--- config.mk ---
export PLATFORM = sky130hd
export DESIGN_NAME = sp_ram_param_flat
export DESIGN_NICKNAME = d
export VERILOG_FILES = /design/src/rtl/sp_ram_pkg.sv /design/src/rtl/sp_ram_if.sv /design/src/rtl/sp_ram_array.sv /design/src/rtl/sp_ram_param.sv /design/src/flat_wrapper.sv
export SDC_FILE = /design/constraint.sdc
export NUM_CORES = 1
export LEC_CHECK = 0
export BUFFER_PORTS_ARGS = -buffer_cell sky130_fd_sc_hd__clkbuf_2
export CAP_MARGIN = 15
export CORE_UTILIZATION = 45
export DETAILED_ROUTE_END_ITERATION = 16
export PLACE_DENSITY = 0.68
export SLEW_MARGIN = 20
export SYNTH_ARGS = -nofsm -noshare
export SYNTH_HDL_FRONTEND = slang
export SYNTH_HIERARCHICAL = 1
export SYNTH_SLANG_ARGS = --single-unit
--- constraint.sdc ---
create_clock -name clk -period 3.4 [get_ports clk]
set_input_delay 0.85 -clock clk [delete_from_list [all_inputs] [get_ports clk]]
set_output_delay 0.85 -clock clk [all_outputs]
set_load 0.02 [all_outputs]
--- src/rtl/sp_ram_pkg.sv ---
// rtl/sp_ram_pkg.sv - shared FSM state and write-mode constants for sp_ram_param
package sp_ram_pkg;

    typedef enum logic {
        ST_CLEAR = 1'b0,
        ST_READY = 1'b1
    } state_e;

    localparam int WM_READ_FIRST  = 0;
    localparam int WM_WRITE_FIRST = 1;

endpackage

--- src/rtl/sp_ram_if.sv ---
// rtl/sp_ram_if.sv - request/return bundle between a requester and sp_ram_param
interface sp_ram_if #(
    parameter int DATA_W = 8,
    parameter int ADDR_W = 6
) ();

    logic              req_valid;
    logic              req_ready;
    logic              req_we;
    logic [ADDR_W-1:0] req_addr;
    logic [DATA_W-1:0] req_wdata;
    logic              perr_inject;
    logic              rd_valid;
    logic [DATA_W-1:0] rd_data;
    logic              rd_perr;

    modport master (
        output req_valid, req_we, req_addr, req_wdata, perr_inject,
        input  req_ready, rd_valid, rd_data, rd_perr
    );

    modport slave (
        input  req_valid, req_we, req_addr, req_wdata, perr_inject,
        output req_ready, rd_valid, rd_data, rd_perr
    );

endinterface

--- src/rtl/sp_ram_array.sv ---
// rtl/sp_ram_array.sv - storage only: one write port, one registered read port
module sp_ram_array #(
    parameter int WIDTH  = 8,
    parameter int ADDR_W = 6
) (
    input  logic              clk,
    input  logic              rst,
    input  logic              we,
    input  logic              rd_en,
    input  logic [ADDR_W-1:0] addr,
    input  logic [WIDTH-1:0]  wdata,
    output logic [WIDTH-1:0]  rdata
);

    logic [WIDTH-1:0] mem [2**ADDR_W];

    always_ff @(posedge clk) begin
        if (we) begin
            mem[addr] <= wdata;
        end
    end

    // Read samples the pre-write word, so a same-address write reads old data.
    always_ff @(posedge clk) begin
        if (rst) begin
            rdata <= '0;
        end else if (rd_en) begin
            rdata <= mem[addr];
        end
    end

endmodule

--- src/rtl/sp_ram_param.sv ---
// rtl/sp_ram_param.sv - single-port RAM with clear sequencer; SP_RAM_PARITY_EN adds a stored parity bit
module sp_ram_param
    import sp_ram_pkg::*;
#(
    parameter int                DATA_W     = 8,
    parameter int                ADDR_W     = 6,
    parameter int                WRITE_MODE = WM_READ_FIRST,
    parameter logic [DATA_W-1:0] CLEAR_VAL  = '0
) (
    input  logic     clk,
    input  logic     rst,
    input  logic     clr_req,
    sp_ram_if.slave  bus,
    output logic     busy
);

`ifdef SP_RAM_PARITY_EN
    localparam int MEM_W = DATA_W + 1;
`else
    localparam int MEM_W = DATA_W;
`endif

    state_e            state_q, state_d;
    logic [ADDR_W-1:0] clr_addr_q, clr_addr_d;
    logic              rd_valid_q;
    logic              wf_q;
    logic [DATA_W-1:0] wdata_q;

    logic              accept;
    logic              clearing;
    logic              arr_we;
    logic [ADDR_W-1:0] arr_addr;
    logic [MEM_W-1:0]  arr_wdata;
    logic [MEM_W-1:0]  arr_rdata;
    logic [MEM_W-1:0]  req_word;
    logic [MEM_W-1:0]  clr_word;

    assign clearing      = (state_q == ST_CLEAR);
    assign bus.req_ready = (state_q == ST_READY);
    assign busy          = clearing;
    assign accept        = bus.req_valid & bus.req_ready;

    always_ff @(posedge clk) begin
        if (rst) begin
            state_q    <= ST_CLEAR;
            clr_addr_q <= '0;
        end else begin
            state_q    <= state_d;
            clr_addr_q <= clr_addr_d;
        end
    end

    always_comb begin
        state_d    = state_q;
        clr_addr_d = clr_addr_q;
        case (state_q)
            ST_CLEAR: begin
                clr_addr_d = clr_addr_q + 1'b1;
                if (clr_addr_q == '1) begin
                    state_d    = ST_READY;
                    clr_addr_d = '0;
                end
            end
            ST_READY: begin
                if (clr_req) begin
                    state_d    = ST_CLEAR;
                    clr_addr_d = '0;
                end
            end
            default: begin
                state_d    = ST_CLEAR;
                clr_addr_d = '0;
            end
        endcase
    end

`ifdef SP_RAM_PARITY_EN
    assign req_word = {(^bus.req_wdata) ^ bus.perr_inject, bus.req_wdata};
    assign clr_word = {^CLEAR_VAL, CLEAR_VAL};
`else
    logic unused_perr_inject;
    assign unused_perr_inject = bus.perr_inject;
    assign req_word = bus.req_wdata;
    assign clr_word = CLEAR_VAL;
`endif

    assign arr_we    = ~rst & (clearing | (accept & bus.req_we));
    assign arr_addr  = clearing ? clr_addr_q : bus.req_addr;
    assign arr_wdata = clearing ? clr_word : req_word;

    sp_ram_array #(
        .WIDTH  (MEM_W),
        .ADDR_W (ADDR_W)
    ) u_array (
        .clk   (clk),
        .rst   (rst),
        .we    (arr_we),
        .rd_en (accept),
        .addr  (arr_addr),
        .wdata (arr_wdata),
        .rdata (arr_rdata)
    );

    // Write-first returns bypass the array; wf_q/wdata_q only move on accept so rd_data holds.
    always_ff @(posedge clk) begin
        if (rst) begin
            rd_valid_q <= 1'b0;
            wf_q       <= 1'b0;
            wdata_q    <= '0;
        end else begin
            rd_valid_q <= accept;
            if (accept) begin
                wf_q    <= bus.req_we & (WRITE_MODE == WM_WRITE_FIRST);
                wdata_q <= bus.req_wdata;
            end
        end
    end

    assign bus.rd_valid = rd_valid_q;
    assign bus.rd_data  = wf_q ? wdata_q : arr_rdata[DATA_W-1:0];

`ifdef SP_RAM_PARITY_EN
    assign bus.rd_perr = rd_valid_q & ~wf_q & (arr_rdata[DATA_W] != (^arr_rdata[DATA_W-1:0]));
`else
    assign bus.rd_perr = 1'b0;
`endif

endmodule
--- src/flat_wrapper.sv ---
// flat-port wrapper written by rule: the top's interface ports become plain ports
module sp_ram_param_flat import sp_ram_pkg::*;
#(
    parameter int                DATA_W     = 8,
    parameter int                ADDR_W     = 6,
    parameter int                WRITE_MODE = WM_READ_FIRST,
    parameter logic [DATA_W-1:0] CLEAR_VAL  = '0
)
  (clk, rst, clr_req, busy, bus_req_valid, bus_req_we, bus_req_addr, bus_req_wdata, bus_perr_inject, bus_req_ready, bus_rd_valid, bus_rd_data, bus_rd_perr);
  sp_ram_if #(.DATA_W(DATA_W), .ADDR_W(ADDR_W)) bus_i ();
  input  logic clk;
  input  logic rst;
  input  logic clr_req;
  output logic busy;
  input wire logic [$bits(bus_i.req_valid)-1:0] bus_req_valid;
  input wire logic [$bits(bus_i.req_we)-1:0] bus_req_we;
  input wire logic [$bits(bus_i.req_addr)-1:0] bus_req_addr;
  input wire logic [$bits(bus_i.req_wdata)-1:0] bus_req_wdata;
  input wire logic [$bits(bus_i.perr_inject)-1:0] bus_perr_inject;
  output wire logic [$bits(bus_i.req_ready)-1:0] bus_req_ready;
  output wire logic [$bits(bus_i.rd_valid)-1:0] bus_rd_valid;
  output wire logic [$bits(bus_i.rd_data)-1:0] bus_rd_data;
  output wire logic [$bits(bus_i.rd_perr)-1:0] bus_rd_perr;
  assign bus_i.req_valid = bus_req_valid;
  assign bus_i.req_we = bus_req_we;
  assign bus_i.req_addr = bus_req_addr;
  assign bus_i.req_wdata = bus_req_wdata;
  assign bus_i.perr_inject = bus_perr_inject;
  assign bus_req_ready = bus_i.req_ready;
  assign bus_rd_valid = bus_i.rd_valid;
  assign bus_rd_data = bus_i.rd_data;
  assign bus_rd_perr = bus_i.rd_perr;
  sp_ram_param #(.DATA_W(DATA_W), .ADDR_W(ADDR_W), .WRITE_MODE(WRITE_MODE), .CLEAR_VAL(CLEAR_VAL)) u_core (.clk(clk), .rst(rst), .clr_req(clr_req), .bus(bus_i), .busy(busy));
endmodule
# After elaboration in Yosys (flattened, before gate mapping)
# Memories as Yosys holds them, arrays and structs flattened. A register that Yosys moved wholly into a read port is not among the register bits.
# Cells that the tools add are included.
# totals
reg_bits,8
latch_bits,0
ramBits,512
rom_bits,0
output_inout_bits,12
n_memories,1
# classes
add_sub_neg,1
mul,0
n_div,0
n_lt_le_gt_ge,0
n_eq_ne,2
n_shift,0
n_mux,10
n_bitwise,6
reduce_logical,0
# mem_list
name,words,word_bits,rd,rd_ports_with_merged_regs,write_ports,line,text
u_core.u_array.mem,64,8,1,1,1,sp_ram_array.sv:15,logic [WIDTH-1:0] mem [2**ADDR_W];
# ops
cell,n
6-bit two-way mux,3
6-bit one-hot mux with 2 select lines,1
8-bit two-way mux,1
6-bit by 1-bit adder with 6-bit output (second input constant),1
6-bit == test (second input constant),1
1-bit two-way mux,4
1-bit AND,3
2-bit inequality test (second input constant),1
1-bit NOT,2
1-bit one-hot mux with 2 select lines,1
1-bit bitwise OR,1

# Depth between registers and ports, before layout
# Gate-level depths: netlist of the first run.
# depth
word_depth,6
mapped_depth,14

# By module
# Netlist of the first run, hierarchy kept.
# by_module_without_submodules
mod,instances,cells_each,area_per_inst_um2,seq_area_each_um2
sp_ram_array,1,1171,20417.1,15534.9
sp_ram_param,1,69,554.3,160.2

# Least setup slack after synthesis of the first run
# No wires, ideal clock.
# synth_path
path_type,input -> register
from,input bus_req_addr[1]
to,memory u_core.u_array.mem[12][0] (enable)
setup_ns,0.370
arrival_ns,2.752
required_ns,3.030
path_slack_ns,0.278
path_stages,9
path_buffers,5
path_cell_list,mux2_1 -> buf_6 -> buf_6 -> buf_6 -> nor2_2 -> buf_6 -> clkbuf_1 -> nand3_1 -> nor2_1
# synth_via
elab_chain_cells,1
# synth_lines
element,line,text
"start, declared",flat_wrapper.sv:17,input wire logic [$bits(bus_i.req_addr)-1:0] bus_req_addr;
6-bit two-way mux,sp_ram_param.sv:88,assign arr_addr = clearing ? clr_addr_q : bus.req_addr;
"end, declared",sp_ram_array.sv:15,
# Every way passes these cells.

# Worst setup path after layout of the first run
# layout_path
from,"register u_core.state_q, in the netlist u_core/bus.req_ready"
to,register u_core.u_array.rdata[1] (read register of u_core.u_array.mem)
# layout_via
elab_chain_cells,1
elab_cells_between_ends,2
classes_between,1 x mux; 1 x bitwise
# layout_lines
element,line,text
"start, declared",sp_ram_param.sv:23,"state_e state_q, state_d;"
"start signal, assigned",sp_ram_param.sv:48,state_q <= state_d;
6-bit two-way mux,sp_ram_param.sv:88,
net u_core.arr_addr[0],sp_ram_param.sv:32,logic [ADDR_W-1:0] arr_addr;
"end, declared",sp_ram_array.sv:12,output logic [WIDTH-1:0] rdata
# The timed path passes the listed nets, and every way through them passes these cells.
# A chain may end at the register's enable or synchronous reset.

==> flow_metrics.env, run 1 <==
export IMPL_swShare=0.2125
export IMPL_final_layout_size_suffix_gt1_frac=0.2612
export IMPL_status="finished, final reports clean"
export IMPL_hold_path_startpoint="u_core/u_array/rdata[0]"
export IMPL_synth_cell_types=65
export IMPL_clock_sinks=528
export IMPL_synth_seq_area_share=0.7484
export IMPL_ff2ff_setup_slack_ns=0.21
export IMPL_wl_per_cell_microns=26.85
export IMPL_crit_path_end="u_core/u_array/rdata[1]"
export IMPL_p_per_area_nw_per_um2=551.7
export IMPL_synth_enable_flop_cells=512
export IMPL_r2r_end="u_core/u_array/rdata[1]"
export IMPL_reg2regPathDepth=8
export IMPL_multiInputGateArea_sq_um=4830
export IMPL_synth_top_cells_by_area="edfxtp_1 73%, mux2i_1 3.3%, mux2_2 2.9%"
export IMPL_worstSetupPathType="reg -> reg"
export IMPL_synthMuxAreaShare=0.08997
export IMPL_post_route_period_util=0.9383
export IMPL_cts_buffers=52
export IMPL_start_util=0.4592
export IMPL_synth_top_family_by_area="compound AO/OA/AOI/OAI gates"
export IMPL_antenna_found_initial=0
export IMPL_p_int_uw=10670
export IMPL_synth_top_cell_by_area="edfxtp_1"
export IMPL_power_static_leakage_uw=0.008168
export IMPL_ir_worst_vdd_mv=0.3578
export IMPL_drc=0
export IMPL_synth_compound_area_share=0.09206
export IMPL_final_nets=1433
export IMPL_drv_slew=0
export IMPL_synth_xor_area_frac=0
export IMPL_reg2reg_from="u_core/bus.req_ready"
export IMPL_setup_ws_ns=0.2098
export IMPL_syn_nets=1261
export IMPL_drtPass1Iterations=6
export IMPL_min_period_ns=3.190
export IMPL_tightest_slew_ns=1.043
export IMPL_start_kind="flip-flop"
export IMPL_dieWidth_microns=217.9
export IMPL_antennaDiodeCount=0
export IMPL_cts_root_buf="clkbuf_16"
export IMPL_synthCells=1240
export IMPL_rsz0062_at_grt="false"
export IMPL_grt_pass1_wl_microns=80700
export IMPL_cts_tree="built"
export IMPL_final_hold_violation_count=0
export IMPL_max_freq_ghz=0.3135
export IMPL_postPlaceCellArea_sq_um=22860
export IMPL_power_total_uw=13550
export IMPL_max_cap_viol_count=0
export IMPL_final_core_util=0.5376
export IMPL_ant_nets=0
export IMPL_h_tree_depth=2
export IMPL_netlist_area_sq_um=20970
export IMPL_area_growth_pct=17.09
export IMPL_syn_area_per_cell_sq_um=16.91
export IMPL_cp_end_kind="flip-flop"
export IMPL_seqCellArea_sq_um=15700
export IMPL_fillers=3566
export IMPL_preCtsSetupSlack_ns=-0.09508
export IMPL_io_buffers=29
export IMPL_worstPathRequired_ns=3.86
export IMPL_ios=32
export IMPL_fp_dieH_microns=217.9
export IMPL_crit_arrival_ns=3.65
export IMPL_hpwlAfterDp_microns=35840
export IMPL_seqPwrFrac=0.521
export IMPL_coreArea_sq_um=45670
export IMPL_synth_seq_cells=528
export IMPL_final_area_sq_um=24550
export IMPL_grt_ovfl_total=0
export IMPL_synthArstFlopShare=0
export IMPL_setup_viol=0
export IMPL_grt_usage=0.2343
export IMPL_drt_total_wl_microns=55170
export IMPL_yosysWarningCount=6
export IMPL_path_clk_slew_ns=0.06
export IMPL_skew_ns=0.01702
export IMPL_via_per_inst=6.117
export IMPL_slew_limit_headroom=0.3033
export IMPL_combPwrFrac=0.057
export IMPL_clockBufferDepth=3
export IMPL_synth_ff_type="edfxtp_1"
export IMPL_die_area_sq_um=47470
export IMPL_grt_pass1_vias=12070
export IMPL_worst_path_max_fanout=21
export IMPL_vias=12570
export IMPL_netlist_area_leader_share=0.7331
export IMPL_grt_max_degree=65
export IMPL_synth_fa_ha_area_frac=0.0005966
export IMPL_hold_class="reg -> reg"
export IMPL_startpoint="u_core/bus.req_ready"
export IMPL_power_frac_clock=0.422
export IMPL_synth_simple_area_share=0.04546
export IMPL_clk_latency_ns=0.60
export IMPL_row_count=78
export IMPL_gp_congestion=0.9017
export IMPL_first_iter_violations=1532
export IMPL_switchingPower_uw=2879
## layout make-up
cell class,instances,share of cell area
Inverter,4,0.0006115
Tap cell,600,0.03057
Multi-Input combinational cell,622,0.1967
Timing Repair Buffer,204,0.06400
Sequential cell,528,0.6392
Clock inverter,33,0.01284
Clock buffer,64,0.05610
## per-layer routing
metal	GRT usage	part of all wire	vias to the layer above	routed length (microns)
met5	0	0	-	0
met4	0.08531	0.033	0	1805
met3	0.05523	0.10	129	5593
met2	0.3713	0.47	718	26180
met1	0.3157	0.39	6368	21600
li1	-	-	5355	-
## metrics by stage
stage	hold WS, ns	instances	setup TNS [ns]
after floorplan	0.4829	1240	0
after global placement	0.5230	1958	-0.1242
after detailed placement	0.5281	1958	-0.1054
after CTS	0.5364	2055	0
final	0.5455	2055	0
after global routing	0.5586	2055	0
## layout by cell type, fill, tap and decap left out, types with 5 or more instances in the layout
master and count:
clkbuf_2 29, bufinv_16 6, edfxtp_1 512, nor2b_1 8, a31oi_1 8, mux2i_1 70, clkinv_1 12, nor2_1 100
a221oi_1 63, a22o_1 7, mux2_2 54, a311oi_1 6, mux4_2 21, a221o_1 6, o21ai_0 22, nand2_1 37
clkbuf_16 53, o22ai_1 25, a21oi_1 29, dfxtp_1 16, clkbuf_1 10, o2bb2ai_1 8, a22oi_1 48, clkinv_2 10
and2_1 5, buf_12 9, and2_2 8, buf_4 166, nor3_1 5, nand3_1 19
## registers in the layout, summed over array words and instances (netlist names)
register / cells
u_core/u_array/rdata: 8
u_core/u_array/mem: 512
u_core/clr_addr_q: 6
u_core/bus.rd_valid: 1
u_core/bus.req_ready: 1
## synthesized netlist by cell type, types with 5 or more instances
library cell and number:
a21oi_1 29, a221o_1 6, a221oi_1 63, a22o_1 7
a22oi_1 48, a311oi_1 6, a31oi_1 8, and2_1 13
buf_2 37, buf_4 14, buf_6 7, clkbuf_1 24
dfxtp_1 16, edfxtp_1 512, mux2_1 7, mux2_2 54
mux2i_1 70, mux4_2 21, nand2_1 37, nand3_1 19
nor2_1 100, nor2b_1 10, nor3_1 5, o21ai_0 22
o22ai_1 25, o2bb2ai_1 8
## critical path: stages, from the launching register on
cell	delay, ns
dfxtp_1	0.51
buf_4	0.25
mux2_4	0.42
mux4_2	0.54
and3_1	0.19
a31oi_1	0.34
nand4_1	0.15
a311oi_1	0.47
a311oi_1	0.17
## how the worst min path moves through the flow
stage	endpoint	slack (ns)	depth (start not counted)
3_5_place_dp	u_core/u_array/rdata[0]	0.53	2
2_1_floorplan	u_core/clr_addr_q[0]	0.48	2
3_3_place_gp	u_core/u_array/rdata[1]	0.52	2
6_report	u_core/u_array/rdata[0]	0.55	2
5_1_grt	u_core/u_array/rdata[0]	0.56	2
4_1_cts	u_core/u_array/rdata[0]	0.54	2
## logic make-up (layout without fill, tap and decap cells)
| group | count (synthesis) | after routing |
|---|---|---|
| fa+ha+maj | 1 | 1 |
| other cells | 1 | 1 |
| flops | 528 | 528 |
| mux | 153 | 153 |
| compound gates | 259 | 259 |
| buf+inv | 90 | 305 |
| simple gates | 208 | 208 |
## power groups by stage
stage	Clock [uW]	Combinational [uW]	Sequential, uW
floorplan	0	440	7190
global placement	0	747	7200
detailed placement	0	750	7200
CTS	5780	755	7060
global route	6030	802	7060
finish	5720	771	7060
## repair_timing
action | 4_1_cts | 5_1_grt
setup endpoints to repair | 0 | 2
hold buffers | 0 | 0
gates resized for setup | 0 | 1
buffers inserted | 0 | 0
Power figures use the tool's default switching activity.
==> inputs of run 2 (changes only) <==
--- a/config.mk
+++ b/config.mk
@@ -7,6 +7,7 @@
 export LEC_CHECK = 0
 export BUFFER_PORTS_ARGS = -buffer_cell sky130_fd_sc_hd__clkbuf_2
 export CAP_MARGIN = 15
+export CORE_ASPECT_RATIO = 1.25
 export CORE_UTILIZATION = 45
 export DETAILED_ROUTE_END_ITERATION = 16
 export PLACE_DENSITY = 0.68
==> flow_metrics.env, run 2 (synthesized netlist as in run 1, its figures left out) <==
export IMPL_status="finished, final reports clean"
export IMPL_setup_ws_ns=0.3050
export IMPL_worst_path_buf_inv=2
export IMPL_grt_usage=0.2346
export IMPL_via_per_inst=6.116
export IMPL_slew_limit_headroom=0.3001
export IMPL_area_growth_pct=16.44
export IMPL_setup_viol=0
export IMPL_grt_max_degree=65
export IMPL_crit_arrival_ns=3.57
export IMPL_largest_reg_flops=512
export IMPL_row_count=88
export IMPL_clock_sinks=528
export IMPL_post_route_period_util=0.9103
export IMPL_cts_root_buf="clkbuf_16"
export IMPL_grt_pass1_wl_microns=81190
export IMPL_p_int_uw=10260
export IMPL_final_nets=1436
export IMPL_hpwlAfterDp_microns=35820
export IMPL_grt_ovfl_total=0
export IMPL_preCtsSetupSlack_ns=-0.06881
export IMPL_p_per_area_nw_per_um2=531.7
export IMPL_hold_buffers=0
export IMPL_min_period_ns=3.095
export IMPL_slowest_delay_ns=0.51
export IMPL_final_layout_size_suffix_gt1_frac=0.2588
export IMPL_clockBufferDepth=3
export IMPL_die_area_sq_um=47480
export IMPL_drc=0
export IMPL_worstSetupPathType="reg -> reg"
export IMPL_crit_path_top_delay_cell="dfxtp_1"
export IMPL_start_kind="flip-flop"
export IMPL_wl_per_cell_microns=27.21
export IMPL_reg_top3="u_core/u_array/mem x512, u_core/u_array/rdata x8, u_core/clr_addr_q x6"
export IMPL_io_buffers=29
export IMPL_drv_slew=0
export IMPL_final_hold_violation_count=0
export IMPL_final_area_sq_um=24420
export IMPL_combPwrFrac=0.060
export IMPL_swShare=0.2094
export IMPL_cpMostUsedCell="buf_4"
export IMPL_drtPass1Iterations=5
export IMPL_ant_nets=0
export IMPL_max_freq_ghz=0.3231
export IMPL_skew_ns=0.02960
export IMPL_h_tree_depth=2
export IMPL_cp_end_kind="flip-flop"
export IMPL_cp_top_family="compound AO/OA/AOI/OAI gates"
export IMPL_cts_buffers=46
export IMPL_ir_worst_vdd_mv=0.3956
export IMPL_final_core_util=0.5306
export IMPL_coreArea_sq_um=46020
export IMPL_worst_path_max_fanout=14
export IMPL_seqPwrFrac=0.544
export IMPL_gp_congestion=0.8825
export IMPL_power_frac_clock=0.396
export IMPL_hold_class="reg -> reg"
export IMPL_postPlaceCellArea_sq_um=22940
export IMPL_crit_chain="mux2_4 > buf_4 > nor2b_2 > buf_4 > a221oi_1 > nor2_1 > o21ai_0 > nand3_1 > o31a_1"
export IMPL_post_cts_repair_setup_buffers=0
export IMPL_cts_tree="built"
export IMPL_ios=32
export IMPL_grt_pass1_vias=12270
export IMPL_top_register="u_core/u_array/mem"
export IMPL_start_util=0.4557
export IMPL_antennaDiodeCount=0
export IMPL_layout_commonest_cell="edfxtp_1"
export IMPL_dieWidth_microns=195.1
export IMPL_worstPathRequired_ns=3.87
export IMPL_vias=12440
export IMPL_max_cap_viol_count=0
export IMPL_antenna_found_initial=0
export IMPL_first_iter_violations=1512
export IMPL_cts_resized=0
export IMPL_path_clk_slew_ns=0.07
export IMPL_tightest_slew_ns=1.050
export IMPL_switchingPower_uw=2719
export IMPL_rsz0062_at_grt="false"
export IMPL_power_static_leakage_uw=0.008117
export IMPL_clk_latency_ns=0.58
export IMPL_fp_dieH_microns=243.4
export IMPL_final_cell_mix="512 x edfxtp_1, 172 x buf_4, 100 x nor2_1"
export IMPL_fin_setup_tns_ns=0
export IMPL_drt_total_wl_microns=55340
[run 2: tightest hold or removal path, cell delays in order, from the launching register on]
cell and delay (ns):
dfxtp_1 0.34, o21ai_1 0.09, a21oi_1 0.07
[run 2: power groups by stage]
| stage | logic [uW] | registers (uW) | clock network, uW |
|---|---|---|---|
| finish | 780 | 7060 | 5150 |
| floorplan | 440 | 7190 | 0 |
| CTS | 768 | 7060 | 5200 |
| global route | 814 | 7050 | 5450 |
| global placement | 759 | 7200 | 0 |
| detailed placement | 764 | 7200 | 0 |
[run 2: per-layer routing]
| layer | up-vias | wire length [microns] | global-route usage |
|---|---|---|---|
| met2 | 671 | 27010 | 0.3941 |
| met4 | 0 | 2864 | 0.1193 |
| met5 | - | 0 | 0 |
| met3 | 153 | 4586 | 0.03807 |
| li1 | 5366 | - | - |
| met1 | 6249 | 20880 | 0.2940 |
[run 2: per-stage QoR]
stage | hold slack [ns] | cells | power, uW
2_1_floorplan | 0.4829 | 1240 | 7635
3_3_place_gp | 0.5250 | 1952 | 7955
3_5_place_dp | 0.5246 | 1952 | 7961
4_1_cts | 0.5367 | 2034 | 13030
5_1_grt | 0.5548 | 2034 | 13310
6_report | 0.5381 | 2034 | 12980
[run 2: layout make-up]
cell class,count,area (sq um)
timing repair buffer,213,1677
clock buffer,57,1214
clock inverter,25,261.5
fill,3614,21610
sequential,528,15700
inverter,4,15.01
multi-input combinational,622,4825
tap,585,732.0
[run 2: path summary, 6_finish.rpt]
check             slack [ns]  depth (start not counted)                 endpoint            startpoint
hold reg to reg         0.54                          2     u_core/clr_addr_q[4]  u_core/clr_addr_q[4]
setup reg to reg        0.31                          9  u_core/u_array/rdata[2]  u_core/bus.req_ready
hold / removal          0.54                          2     u_core/clr_addr_q[4]  u_core/clr_addr_q[4]
setup / recovery        0.31                          9  u_core/u_array/rdata[2]  u_core/bus.req_ready
